==> src/rtl/fpu_arb_pkg.sv <==
// Shared types and constants for the mantissa-adder arbiter.
package fpu_arb_pkg;

  localparam int ADDER_W     = 24;
  localparam int TIMEOUT_DEF = 64;
  localparam int WD_W        = 8;

  typedef enum logic [1:0] {
    IDLE  = 2'd0,
    ISSUE = 2'd1,
    RESP  = 2'd2
  } arb_state_e;

  function automatic int rr_next(input int idx, input int n);
    return (idx + 1) % n;
  endfunction

endpackage

==> src/rtl/rr_arbiter.sv <==
// Combinational round-robin pick: rotate requests by ptr, take the lowest set
// bit, rotate the index back. Outputs one-hot grant and encoded index.
module rr_arbiter
  import fpu_arb_pkg::*;
#(
  parameter  int N_REQ = 2,
  localparam int IDX_W = $clog2(N_REQ)
) (
  input  logic [N_REQ-1:0] req_i,
  input  logic [IDX_W-1:0] ptr_i,
  output logic [N_REQ-1:0] grant_o,
  output logic [IDX_W-1:0] idx_o,
  output logic             valid_o
);

  logic [2*N_REQ-1:0] dbl_s;
  logic [N_REQ-1:0]   rot_s;
  int                 off_s;
  int                 sum_s;

  // Rotate, priority-select, rotate back.
  always_comb begin
    dbl_s = {req_i, req_i} >> ptr_i;
    rot_s = dbl_s[N_REQ-1:0];
    off_s = 0;
    for (int i = N_REQ - 1; i >= 0; i--) begin
      if (rot_s[i]) begin
        off_s = i;
      end else begin
        off_s = off_s;
      end
    end
    sum_s = int'(ptr_i) + off_s;
    if (sum_s >= N_REQ) begin
      sum_s = sum_s - N_REQ;
    end else begin
      sum_s = sum_s;
    end
    idx_o   = IDX_W'(sum_s);
    valid_o = |req_i;
    grant_o = valid_o ? (N_REQ'(1'b1) << idx_o) : '0;
  end

endmodule

==> src/rtl/adder_arbiter.sv <==
// Round-robin sharing of the 24-bit mantissa adder among N_REQ requesters.
// Optional ISSUE-state watchdog enabled by defining ADDER_ARB_TIMEOUT_EN.
module adder_arbiter
  import fpu_arb_pkg::*;
#(
  parameter  int N_REQ          = 2,
  parameter  int WIDTH          = ADDER_W,
  parameter  int TIMEOUT_CYCLES = TIMEOUT_DEF,
  localparam int IDX_W          = $clog2(N_REQ)
) (
  input  logic                   CLK,
  input  logic                   RSTn,
  input  logic [N_REQ-1:0]       Req,
  input  logic [N_REQ*WIDTH-1:0] Datain1,
  input  logic [N_REQ*WIDTH-1:0] Datain2,
  output logic [N_REQ-1:0]       Ack,
  output logic [WIDTH-1:0]       Dataout,
  output logic                   Carryout,
  output logic                   Err,
  output logic                   Busy,
  output logic [IDX_W-1:0]       Grant_id,
  output logic [WIDTH-1:0]       Adder_datain1,
  output logic [WIDTH-1:0]       Adder_datain2,
  output logic                   Adder_valid,
  input  logic [WIDTH-1:0]       Adder_dataout,
  input  logic                   Adder_carryout,
  input  logic                   Adder_ack
);

  arb_state_e       state_q;
  logic [IDX_W-1:0] ptr_q;
  logic [IDX_W-1:0] gid_q;
  logic [N_REQ-1:0] gnt_q;
  logic [N_REQ-1:0] ack_q;
  logic [WIDTH-1:0] dout_q;
  logic             cout_q;
  logic             err_q;
  logic             busy_q;
  logic             valid_q;
  logic [WIDTH-1:0] op_a_q;
  logic [WIDTH-1:0] op_b_q;

  logic [N_REQ-1:0] win_gnt_s;
  logic [IDX_W-1:0] win_idx_s;
  logic             any_req_s;

  // Watchdog limit must fit the 8-bit counter; out-of-range values are left visible here.
  if (TIMEOUT_CYCLES < 1 || TIMEOUT_CYCLES > 256) begin : g_timeout_out_of_range
  end

`ifdef ADDER_ARB_TIMEOUT_EN
  localparam logic [WD_W-1:0] WD_LIMIT = WD_W'(TIMEOUT_CYCLES - 1);
  logic [WD_W-1:0] wd_q;
`endif

  rr_arbiter #(.N_REQ(N_REQ)) u_rr (
    .req_i   (Req),
    .ptr_i   (ptr_q),
    .grant_o (win_gnt_s),
    .idx_o   (win_idx_s),
    .valid_o (any_req_s)
  );

  // Transaction FSM; every output is a register updated here.
  always_ff @(posedge CLK or negedge RSTn) begin
    if (!RSTn) begin
      state_q <= IDLE;
      ptr_q   <= '0;
      gid_q   <= '0;
      gnt_q   <= '0;
      ack_q   <= '0;
      dout_q  <= '0;
      cout_q  <= 1'b0;
      err_q   <= 1'b0;
      busy_q  <= 1'b0;
      valid_q <= 1'b0;
      op_a_q  <= '0;
      op_b_q  <= '0;
`ifdef ADDER_ARB_TIMEOUT_EN
      wd_q    <= '0;
`endif
    end else begin
      case (state_q)
        IDLE: begin
          ack_q <= '0;
          if (any_req_s) begin
            state_q <= ISSUE;
            busy_q  <= 1'b1;
            valid_q <= 1'b1;
            gid_q   <= win_idx_s;
            gnt_q   <= win_gnt_s;
            op_a_q  <= Datain1[win_idx_s*WIDTH +: WIDTH];
            op_b_q  <= Datain2[win_idx_s*WIDTH +: WIDTH];
`ifdef ADDER_ARB_TIMEOUT_EN
            wd_q    <= '0;
`endif
          end
        end
        ISSUE: begin
          if (Adder_ack) begin
            dout_q  <= Adder_dataout;
            cout_q  <= Adder_carryout;
            err_q   <= 1'b0;
            valid_q <= 1'b0;
            ack_q   <= gnt_q;
            state_q <= RESP;
`ifdef ADDER_ARB_TIMEOUT_EN
          end else if (wd_q == WD_LIMIT) begin
            dout_q  <= '0;
            cout_q  <= 1'b0;
            err_q   <= 1'b1;
            valid_q <= 1'b0;
            ack_q   <= gnt_q;
            state_q <= RESP;
          end else begin
            wd_q    <= wd_q + WD_W'(1);
`endif
          end
        end
        RESP: begin
          ack_q   <= '0;
          busy_q  <= 1'b0;
          ptr_q   <= IDX_W'(rr_next(int'(gid_q), N_REQ));
          state_q <= IDLE;
        end
        default: begin
          ack_q   <= '0;
          busy_q  <= 1'b0;
          valid_q <= 1'b0;
          state_q <= IDLE;
        end
      endcase
    end
  end

  assign Ack           = ack_q;
  assign Dataout       = dout_q;
  assign Carryout      = cout_q;
  assign Err           = err_q;
  assign Busy          = busy_q;
  assign Grant_id      = gid_q;
  assign Adder_datain1 = op_a_q;
  assign Adder_datain2 = op_b_q;
  assign Adder_valid   = valid_q;

endmodule

==> config.mk <==
export PLATFORM = sky130hd
export DESIGN_NAME = adder_arbiter
export DESIGN_NICKNAME = d
export VERILOG_FILES = /design/src/rtl/fpu_arb_pkg.sv /design/src/rtl/rr_arbiter.sv /design/src/rtl/adder_arbiter.sv
export SDC_FILE = /design/constraint.sdc
export NUM_CORES = 1
export LEC_CHECK = 0
export CORE_UTILIZATION = 44
export DETAILED_ROUTE_END_ITERATION = 8
export PLACE_DENSITY = 0.95
export SYNTH_ARGS = -nofsm -noshare
export SYNTH_HDL_FRONTEND = slang
export SYNTH_SLANG_ARGS = --single-unit
==> constraint.sdc <==
create_clock -name CLK -period 3.13 [get_ports CLK]
set_input_delay 0.4695 -clock CLK [delete_from_list [all_inputs] [get_ports CLK]]
set_output_delay 0.4695 -clock CLK [all_outputs]
set_load 0.01 [all_outputs]
Yosys cells after proc, flatten, opt, wreduce, memory -nomap -nowiden

Cells that the tools add are included.

Flip-flop bits (word level): 83
Output and inout bits: 79
Word-level logic and storage cells: 45
Bits of input ports: 126

Equality and inequality tests: 4
Shift operators: 4
Muxes and demuxes: 12
Multipliers: 1
Bitwise gates (word level): 2
$lt $le $gt $ge: 1
Reduce and logical (&&, ||, !) cells: 7
$add $sub $neg: 3

Operators with widths:

| cell                  | count |
|---|---|
| $shiftx A48 B7 Y24    | 2 |
| $mux W2               | 4 |
| $reduce_and A2 Y1     | 4 |
| $mux W1               | 5 |
| $ne A2 B2 Y1 const B  | 2 |
| $pmux W2 S2           | 1 |
| $shr A4 B1 Y2         | 1 |
| $mul A1 B2 Y3 const B | 1 |
| $pmux W1 S3           | 1 |
| $reduce_and A3 Y1     | 1 |
| $add A1 B1 Y2         | 1 |
| $eq A2 B1 Y1 const B  | 1 |
| $eq A2 B2 Y1 const B  | 1 |
| $ge A2 B2 Y1 const B  | 1 |
| $logic_not A2 Y1      | 1 |
| $not A1 Y1            | 2 |
| $pmux W1 S2           | 1 |
| $reduce_or A2 Y1      | 1 |
| $shl A1 B1 Y2 const A | 1 |
| $add A1 B1 Y1 const B | 1 |
| $sub A1 B1 Y1 const B | 1 |

Longest topological paths before layout

Word-level depth: 8
Mapped depth: 6
Mapped depth without buffers: 3

Cells and area by module

A second synthesis with hierarchy kept.

Cells, all modules: 301
Area, all modules: 3,644.7 µm²

By module, submodules not included:

| module        | cells an instance | area an instance (µm²) | seq. area each (µm²) | instances |
|---|---|---|---|---|
| adder_arbiter | 295               | 3,608.5                | 2,077.0              | 1 |
| rr_arbiter    | 6                 | 36.3                   | 0.0                  | 1 |

Worst setup path after synthesis

OpenSTA, ideal clock, no wires.

Kind: input to register
From: input port Req[1]
To: register op_a_q[0] (netlist: Adder_datain1[0])
Data arrival time: 1,239 ps
Setup time: 129 ps
Cell stages on the path: 6
Slack: 1,761 ps
Buffers on the path: 3
Cells stage by stage: buf_2 -> inv_1 -> buf_2 -> buf_2 -> o2111ai_1 -> nand3_1

Word-level cells in the longest chain between the ends: 8
Elaborated cells on any way between the ends: 11
Those cells by class: add/sub: 2; mul: 1; order compare: 1; shift: 2; mux: 3; reduce/logical: 2

Ends and longest elaborated chain:

| element                                       | RTL line                           | source |
|---|---|---|
| start, declared                               | adder_arbiter.sv:13                | `input logic [N_REQ-1:0] Req,` |
| $shr A4 B1 Y2                                 | rr_arbiter.sv:23                   | `dbl_s = {req_i, req_i} >> ptr_i;` |
| $mux W1 (2 in a row)                          | rr_arbiter.sv:27                   | `if (rot_s[i]) begin` |
| $add A1 B1 Y2                                 | rr_arbiter.sv:33                   | `sum_s = int'(ptr_i) + off_s;` |
| $ge A2 B2 Y1 or $sub A1 B1 Y1 (tied branches) | rr_arbiter.sv:34, rr_arbiter.sv:35 |  |
| $mux W1                                       | rr_arbiter.sv:34                   | `if (sum_s >= N_REQ) begin` |
| $mul A1 B2 Y3                                 | adder_arbiter.sv:92                | `op_a_q <= Datain1[win_idx_s*WIDTH +: WIDTH];` |
| $shiftx A48 B7 Y24                            | adder_arbiter.sv:92                |  |
| end signal, assigned                          | adder_arbiter.sv:92                |  |
| end, declared                                 | adder_arbiter.sv:40                | `logic [WIDTH-1:0] op_a_q;` |

Several ways; a longest one is shown, not always the timed one.
A chain may end at the register's enable or synchronous reset.

Worst setup path in the final report

From: register ptr_q
To: register op_b_q[10] (netlist: Adder_datain2[10])

Word-level cells in the longest chain between the ends: 8
Elaborated cells on any way between the ends: 9
Those cells by class: add/sub: 2; mul: 1; order compare: 1; shift: 2; mux: 3

Ends and longest elaborated chain:

| element                                       | RTL line                           | source |
|---|---|---|
| start, declared                               | adder_arbiter.sv:31                | `logic [IDX_W-1:0] ptr_q;` |
| start signal, assigned                        | adder_arbiter.sv:123               | `ptr_q <= IDX_W'(rr_next(int'(gid_q), N_REQ));` |
| $shr A4 B1 Y2                                 | rr_arbiter.sv:23                   |  |
| $mux W1 (2 in a row)                          | rr_arbiter.sv:27                   |  |
| $add A1 B1 Y2 (*)                             | rr_arbiter.sv:33                   |  |
| $ge A2 B2 Y1 or $sub A1 B1 Y1 (tied branches) | rr_arbiter.sv:34, rr_arbiter.sv:35 |  |
| $mux W1 (*)                                   | rr_arbiter.sv:34                   |  |
| $mul A1 B2 Y3 (*)                             | adder_arbiter.sv:93                | `op_b_q <= Datain2[win_idx_s*WIDTH +: WIDTH];` |
| $shiftx A48 B7 Y24 (*)                        | adder_arbiter.sv:93                |  |
| end signal, assigned                          | adder_arbiter.sv:93                |  |
| end, declared                                 | adder_arbiter.sv:41                | `logic [WIDTH-1:0] op_b_q;` |

Every way passes the cells marked *; elsewhere a longest branch is shown, timed or not.

==> metrics.yaml <==
outcome:
  status: "complete, no violations"
cts:
  post-cts-setup-buffer-count: 0
  postCtsHoldBufs: 0
  root_buffer: "clkbuf_8"
  path_clk_slew_ps: 100
  postCtsResizedCells: 0
  numCtsBuffers: 9
  clkLatencyLatePin_ps: 340
  htreeDepth: 3
  cts_tree: "done"
  cts.sinks: 82
  clockBufferDepth: 2
timing:
  drv_slew: 0
  hold_viol: 0
  period_share_pct: 64.7
  worst_pin_slew_ps: 1060
  clock_skew_ps: 13.5
  max_freq_mhz: 494
  grt_setup_unrepaired: "no"
  holdWs_ps: 292
  maxSlewHeadroom_pct: 29.5
  setup_ws_ps: 1110
  setup_viol: 0
  setup_tns_ps: 0
  fin_crit_ps: 2020
run:
  drv_cap: 0
routing:
  ant_nets: 0
  vias: 4119
  drcViolationCount: 0
  drt_wl_total_um: 13200
  vias_per_cell: 6.03
  wl_met2_um: 6530
  wl_per_cell_um: 19.3
  dr.max_layer_used: "met4"
  wl_met1_um: 5350
  drtIter0Drc: 236
  wl_met3_um: 1110
  dr.pass1.iters: 4
placement:
  post-place-ws_ps: 1030
  io_buffers: 203
  dpl.hpwl_um: 8410
  place.gp.congestion: 0.758
setup_path:
  cp.arrival_ps: 2240
  startpoint_type: "flop"
  critPathCaptureType: "flop"
  path_class: "reg2reg"
  worstPathRequired_ps: 3340
  r2r_end: "Adder_datain2[10]"
  worstReg2RegStart: "ptr_q"
  r2r_cells: 4
  crit_fanout: 51
  reg2reg_slack_ps: 1110
yosys:
  syn_inst: 383
  ys_dominant_reg_cell: "dfrtp_1"
  ys_top_cells_by_area: "dfrtp_1 49%, o2111ai_1 20%, mux2_4 6.8%"
  ys_types: 24
  avgSynthCellArea_um2: 11.0
  synth-edff-count: 0
  syn_area_um2: 4210
  synth_largest_area_cell: "dfrtp_1"
  synth_top_area_share_pct: 48.8
  ys_warn_count: 0
  ys_ff_latch: 82
  syn_nets: 509
  ys_seq_area_share_pct: 48.8
  synthArstFlopShare_pct: 100
cells_and_area:
  diodes: 0
  area_delta_synth_final_pct: 51.8
  drive_gt1_share_pct: 10.6
  fin_util_pct: 69.1
  final_nets: 675
power_and_ir_drop:
  power.density_nw_per_um2: 896
  p_leak_nw: 2.55
  p_total_mw: 5.72
  vdd_ir_drop_max_mv: 0.475
floorplanning:
  fp.coreArea_um2: 9240
  io-pin-count: 205
  row_count: 35
  die_area_um2: 9950
  die_h_um: 99.8
  start_util_pct: 45.5
  chipWidth_um: 99.8
grt:
  gr-total-overflow: 0
  grt_pass1_vias: 4126
  grt_usage_pct: 26.6
  grt_pass1_wl_um: 20700
  grt_start_max_net_pins: 83
  antenna_found_initial: 0
hold_path:
  hold_class: "in2async"
==> critical path, cell delays in order, from the launching register on <==
cell	delay, ps
dfrtp_2	1030
inv_1	140
buf_4	300
o2111ai_1	280
nand3_1	110
==> metrics by stage <==
stage / instance area [µm²] / instances
finish: 6380 / 683
global route: 6380 / 683
CTS: 6380 / 683
global placement: 6150 / 667
floorplan: 4210 / 383
detailed placement: 6150 / 667
==> power by group <==
group	switching [mW]	internal, mW	leakage, nW
Combinational	1.31	1.52	1.44
Clock	0.414	0.481	0.115
Sequential	0.416	1.58	0.995
==> cell type report <==
type,count,area [µm²]
Fill cell,684,2860
Clock inverter,6,96.3
Sequential cell,82,2050
Inverter,5,18.8
Tap cell,129,161
Clock buffer,10,138
Multi-Input combinational cell,240,1840
Timing Repair Buffer,211,2080
==> routing by layer <==
layer,vias to the layer above,GRT usage [%]
met1,1985,34.1
met3,22,5.97
li1,1861,-
met4,0,9.28
met5,-,0
met2,251,44.4
==> cells in the mapped netlist, types with 3 or more instances <==
master     instances
clkbuf_1          17
dfrtp_1           82
mux2_4            19
buf_6              4
nand3_1           48
clkbuf_2           3
buf_4              8
mux2_2             7
nand2_1            3
buf_2             22
o2111ai_1         96
inv_1              5
o21ai_0           44
o21ai_1           11
==> logic make-up (layout without fill, tap and decap cells) <==
kind of cell / Yosys count / after routing / share of synthesized area [%]
adder cells (fa/ha/maj): 1 / 1 / 0.268
multiplexers: 28 / 28 / 9.13
AO/OA/AOI/OAI: 151 / 151 / 26.5
other: 1 / 1 / 0.0892
flip-flops: 82 / 82 / 48.8
AND/OR/NAND/NOR: 59 / 59 / 7.56
buffers and inverters: 61 / 232 / 7.62
==> layout by cell type (no fill, tap or decap), types with 2 or more instances in the layout <==
cell type          n
buf_2              2
buf_4              9
bufinv_16          2
clkbuf_8          10
clkdlybuf4s50_1  200
dfrtp_1           81
inv_1              5
mux2_2             7
mux2_4            19
mux2i_1            2
nand2_1            3
nand2b_1           2
nand3_1           48
nor2_1             2
nor2_4             2
o2111ai_1         96
o21ai_0           44
o21ai_1           11
==> state kept, by name (all words and copies together) (netlist names) <==
signal,cells
Carryout,1
gnt_q,2
Ack,2
Busy,1
Adder_datain2,24
Adder_valid,1
ptr_q,1
state_q,2
Dataout,24
Adder_datain1,24
==> worst max-delay path by stage <==
stage,from,endpoint,depth (start not counted)
CTS,ptr_q,Adder_datain2[10],4
floorplan,Req[1],Adder_datain1[0],6
global placement,Adder_ack,Dataout[7],3
global route,ptr_q,Adder_datain2[16],4
detailed placement,Adder_ack,Dataout[23],3
finish,ptr_q,Adder_datain2[10],4
No activity file was read; power rests on OpenSTA's default activity.
